<file path="src/rtl/mem_port_arbiter_pkg.sv">
// Shared widths, FSM state encoding and counter helpers for the two-port
// memory arbiter.
package mem_port_arbiter_pkg;

    localparam int unsigned ADDR_W = 13;
    localparam int unsigned DATA_W = 8;
    localparam int unsigned CNT_W  = 4;

    typedef enum logic [1:0] {
        ST_IDLE   = 2'b00,
        ST_ACCESS = 2'b01,
        ST_DONE   = 2'b10
    } arb_state_e;

    // Counter preload so that ACCESS spans exactly lat cycles (counts down to zero).
    function automatic logic [CNT_W-1:0] lat_to_cnt(input int unsigned lat);
        return CNT_W'(lat - 1);
    endfunction

endpackage

</file>
<file path="src/rtl/mem_port_arbiter_rr_pick2.sv">
// Combinational 2-way round-robin picker: on a tie the port that did not
// win last time is chosen.
module rr_pick2 (
    input  logic req0,
    input  logic req1,
    input  logic last,
    output logic valid,
    output logic winner
);
    assign valid  = req0 | req1;
    assign winner = (req0 & req1) ? ~last : req1;
endmodule

</file>
<file path="src/rtl/mux13.sv">
// Existing 13-bit 2:1 address steering mux in front of memory.
module mux13 (
    input  logic        sel,
    input  logic [12:0] a0,
    input  logic [12:0] a1,
    output logic [12:0] y
);
    assign y = sel ? a1 : a0;
endmodule

</file>
<file path="src/rtl/mux8.sv">
// Existing 8-bit 2:1 write-data steering mux in front of memory.
module mux8 (
    input  logic       sel,
    input  logic [7:0] a0,
    input  logic [7:0] a1,
    output logic [7:0] y
);
    assign y = sel ? a1 : a0;
endmodule

</file>
<file path="src/rtl/mem_port_arbiter.sv">
// Round-robin arbiter sharing one fixed-latency memory port between an
// instruction-fetch port (0) and a data load/store port (1).
module mem_port_arbiter
    import mem_port_arbiter_pkg::*;
#(
    parameter int unsigned MEM_LAT = 2
) (
    input  logic              clk,
    input  logic              rst,
    input  logic              req0,
    input  logic              we0,
    input  logic [ADDR_W-1:0] addr0,
    input  logic [DATA_W-1:0] wdata0,
    input  logic              req1,
    input  logic              we1,
    input  logic [ADDR_W-1:0] addr1,
    input  logic [DATA_W-1:0] wdata1,
    output logic              done0,
    output logic              done1,
    output logic [DATA_W-1:0] rdata,
    output logic              busy,
    output logic              mux_sel,
    output logic [ADDR_W-1:0] mem_addr,
    output logic [DATA_W-1:0] mem_wdata,
    output logic              mem_en,
    output logic              mem_we,
    input  logic [DATA_W-1:0] mem_rdata
);

    localparam logic [CNT_W-1:0] LAT_CNT = lat_to_cnt(MEM_LAT);

    arb_state_e        state_q, state_d;
    logic              mux_sel_q, mux_sel_d;
    logic              last_q, last_d;
    logic [CNT_W-1:0]  cnt_q, cnt_d;
    logic [DATA_W-1:0] rdata_q, rdata_d;

    logic pick_valid;
    logic pick_winner;
    logic sel_we;

    rr_pick2 u_pick (
        .req0   (req0),
        .req1   (req1),
        .last   (last_q),
        .valid  (pick_valid),
        .winner (pick_winner)
    );

    assign sel_we = mux_sel_q ? we1 : we0;

    always_comb begin
        state_d   = state_q;
        mux_sel_d = mux_sel_q;
        last_d    = last_q;
        cnt_d     = cnt_q;
        rdata_d   = rdata_q;
        unique case (state_q)
            ST_IDLE: begin
                if (pick_valid) begin
                    mux_sel_d = pick_winner;
                    cnt_d     = LAT_CNT;
                    state_d   = ST_ACCESS;
                end
            end
            ST_ACCESS: begin
                if (cnt_q == '0) begin
                    if (!sel_we) begin
                        rdata_d = mem_rdata;
                    end
                    state_d = ST_DONE;
                end else begin
                    cnt_d = cnt_q - CNT_W'(1);
                end
            end
            ST_DONE: begin
                last_d  = mux_sel_q;
                state_d = ST_IDLE;
            end
            default: state_d = ST_IDLE;
        endcase
    end

    // last resets to 1 so port 0 wins the first tie.
    always_ff @(posedge clk or posedge rst) begin
        if (rst) begin
            state_q   <= ST_IDLE;
            mux_sel_q <= 1'b0;
            last_q    <= 1'b1;
            cnt_q     <= '0;
            rdata_q   <= '0;
        end else begin
            state_q   <= state_d;
            mux_sel_q <= mux_sel_d;
            last_q    <= last_d;
            cnt_q     <= cnt_d;
            rdata_q   <= rdata_d;
        end
    end

    mux13 u_addr_mux (
        .sel (mux_sel_q),
        .a0  (addr0),
        .a1  (addr1),
        .y   (mem_addr)
    );

    mux8 u_wdata_mux (
        .sel (mux_sel_q),
        .a0  (wdata0),
        .a1  (wdata1),
        .y   (mem_wdata)
    );

    assign mux_sel = mux_sel_q;
    assign rdata   = rdata_q;
    assign mem_en  = (state_q == ST_ACCESS);
    assign mem_we  = mem_en & sel_we;
    assign busy    = (state_q == ST_ACCESS) || (state_q == ST_DONE);
    assign done0   = (state_q == ST_DONE) & ~mux_sel_q;
    assign done1   = (state_q == ST_DONE) &  mux_sel_q;

endmodule
</file>
<file path="config.mk">
export PLATFORM = sky130hd
export DESIGN_NAME = mem_port_arbiter
export DESIGN_NICKNAME = d
export VERILOG_FILES = /design/src/rtl/mem_port_arbiter_pkg.sv /design/src/rtl/mem_port_arbiter_rr_pick2.sv /design/src/rtl/mux13.sv /design/src/rtl/mux8.sv /design/src/rtl/mem_port_arbiter.sv
export SDC_FILE = /design/constraint.sdc
export NUM_CORES = 1
export LEC_CHECK = 0
export CORE_MARGIN = 5
export CORE_UTILIZATION = 50
export CTS_CLUSTER_DIAMETER = 100
export DETAILED_ROUTE_END_ITERATION = 12
export DONT_BUFFER_PORTS = 1
export GPL_TIMING_DRIVEN = 0
export PLACE_DENSITY = 0.66
export SLEW_MARGIN = 20
export SYNTH_ARGS = -nofsm -noshare
export SYNTH_HDL_FRONTEND = slang
export SYNTH_SLANG_ARGS = --single-unit
</file>
<file path="constraint.sdc">
create_clock -name clk -period 2 [get_ports clk]
set_input_delay 0.4 -clock clk [delete_from_list [all_inputs] [get_ports clk]]
set_output_delay 0.4 -clock clk [all_outputs]
set_load 0.01 [all_outputs]
</file>
==> results.cfg <==
[yosys]
synth_area_leaders = dfrtp_1 (35%), mux2_2 (32%), ha_1 (4.7%)
synth_largest_area_cell = dfrtp_1
synthMostInstantiatedCell = mux2_2
synth_common_cells = mux2_2 (30), dfrtp_1 (15), inv_1 (6), ha_1 (4)
yosysSeqAreaShare_pct = 37.8
ys_ff_latch = 16
synth_nets = 151
synth_cell_types = 28
post_synth.cell_area_avg_um2 = 11.7
syn_area_mm2 = 0.00106
synth_ff_type = dfrtp_1
ys_async_sr_fraction_pct = 100
ys.warnings.count = 0
synth_top_area_share_pct = 35.3
synth_edf_count = 0
syn_inst = 91

[worst_setup_path]
critPathLaunchType = flip-flop
cp_slowest_cell = dfrtp_1
cp_data_arrival_time_ps = 1520
reg2reg_from = cnt_q[0]
reg2regPathDepth = 5
crit_chain = clkbuf_4 > clkbuf_4 > mux2_2
r2r_slack_ps = 250
slowest_delay_ps = 410
critical_path.startpoint = mux_sel
worstSetupPathType = flip-flop to output pin
critPathCaptureType = output pin
critPathMaxFanout = 10
worstPathRequired_ps = 1600
r2r-end = rdata[2]
cp_common_cell = clkbuf_4

[clock_tree]
cts_max_path_buffers = 2
postCtsSetupBuffers = 0
ctsResizeCount = 2
clock_sinks = 16
cts_tree = yes
clock_latency_ps = 280
numCtsBuffers = 3
root_buffer = clkbuf_4
hold_buffers = 0
htree_num_levels = 1
clk_pin_slew_ps = 90

[power]
ir_worst_vdd_v = 0.00116
pwr-share-seq_pct = 33.4
p_clk_share_pct = 10.9
p_per_area_mw_per_mm2 = 1680
sw_frac_of_total_pct = 42.3
combPwrFrac_pct = 55.7
switchingPower_uw = 820
p_int_uw = 1120
leakagePower_uw = 0.000501

[global_routing]
grt_pass1_vias = 865
grt_overflow_total = 0
grt_pass1_wl_um = 4260
antenna_found_initial = 0
grt_max_degree = 17
grt_usage_pct = 16.7

[timing]
fin_crit_ps = 1920
post-route-period-util_pct = 95.8
final_max_slew_viol_count = 0
rsz0062_at_grt = no
maxSlewHeadroom_pct = 61.1
finalSetupViolCount = 0
whs_ps = 51.3
max_slew.worst_pin.slew_ps = 583
hold_viol_final = 0
fin_skew_ps = 0.741
fin_tns_setup_ps = 0
max_freq_mhz = 522

[floorplan]
pin_count = 91
start_util_pct = 53.1
row_count = 16
die-width_um = 56.1
die_h_um = 56.1
dieArea_mm2 = 0.00315
core_mm2 = 0.00200

[routing]
drt-initial-drc-count = 14
vias_per_cell = 6.14
remaining_drc_errors = 0
wirelength_um = 2600
dr.pass1.iters = 4
ant_nets = 0
vias = 749
avgRoutedWirePerCell_um = 21.3

[final_layout]
drive_above_1_share_pct = 44.2
nets = 156
nFillCells = 172
fin_cells = 122
diodes = 0
synthToLayoutAreaGrowth_pct = 8.47

[placement]
dp_cells = 118
gp_congestion = 0.781
port_buffers = 0
hpwl_um = 2100

[min_path]
hold_class = primary input to async pin

[status]
outcome = completed

[run]
drv_cap = 0
-- worst max-delay path, delay by kind of cell (launching register included) --
kind                   cells  cell delay [ps]
DFF                        1              410
muxes                      1              380
buffers and inverters      2              440
-- placed cells by master, fill, tap and decap left out, types with 2 or more instances in the layout --
cell	count
ha_1	3
nand2_1	2
dfrtp_1	15
mux2_2	30
nor4_1	3
a211o_1	2
nor2_1	2
inv_1	6
and3_1	3
clkbuf_4	5
nor2b_1	3
a21oi_1	2
-- how the worst max path moves through the flow --
stage / to / slack (ps)
2_1_floorplan: mem_addr[0] / 430
3_3_place_gp: mem_we / 270
3_5_place_dp: mem_we / 260
4_1_cts: mem_addr[3] / 9
5_1_grt: mem_addr[3] / 20
6_report: mem_addr[3] / 80
-- power by group through the flow --
stage	clock network, µW	registers [µW]	logic, µW
2_1_floorplan	0	615	894
3_3_place_gp	0	641	1010
3_5_place_dp	0	652	1040
4_1_cts	221	645	1060
5_1_grt	240	665	1180
6_report	212	647	1080
-- per-stage QoR --
| stage | utilization (%) | setup WS (ps) | total power, µW | area, µm² |
|---|---|---|---|---|
| after floorplan | - | 428 | 1510 | 1060 |
| after global placement | 54.8 | 268 | 1650 | 1100 |
| after detailed placement | 54.8 | 264 | 1690 | 1100 |
| after CTS | 56.9 | 9.49 | 1930 | 1140 |
| after global routing | 57.6 | 16.7 | 2080 | 1150 |
| final | 57.6 | 84.1 | 1940 | 1150 |
-- registers in the layout, indices dropped and copies added (netlist names) --
register / cells
rdata: 8
state_q: 2
cnt_q: 4
last_q: 1
mux_sel: 1
-- routing by layer --
layer | global-route usage, % | vias to the layer above | part of all wire, % | routed length (µm)
li1 | - | 340 | - | -
met1 | 18.5 | 366 | 37 | 969
met2 | 28.7 | 43 | 54 | 1410
met3 | 8.35 | 0 | 8.6 | 225
met4 | 3.05 | 0 | 0 | 0
met5 | 0 | - | 0 | 0
-- area by class of cell --
cell class / count / area (µm²) / share of cell area (%)
Buffer: 3 / 22.5 / 1.95
Clock buffer: 4 / 36.3 / 3.15
Sequential cell: 16 / 402 / 34.8
Tap cell: 27 / 33.8 / 2.93
Multi-Input combinational cell: 66 / 637 / 55.2
Inverter: 6 / 22.5 / 1.95
-- cell families (layout without fill, tap and decap cells) --
family,count (synthesis),in the layout,share of synthesized area [%]
multiplexers,31,31,33.1
buffers and inverters,9,13,3.53
adder cells (fa/ha/maj),4,4,4.71
AND/OR/NAND/NOR,20,20,13.4
AO/OA/AOI/OAI,11,11,7.53
flip-flops,16,16,37.8
(Power assumes the default switching activity.)
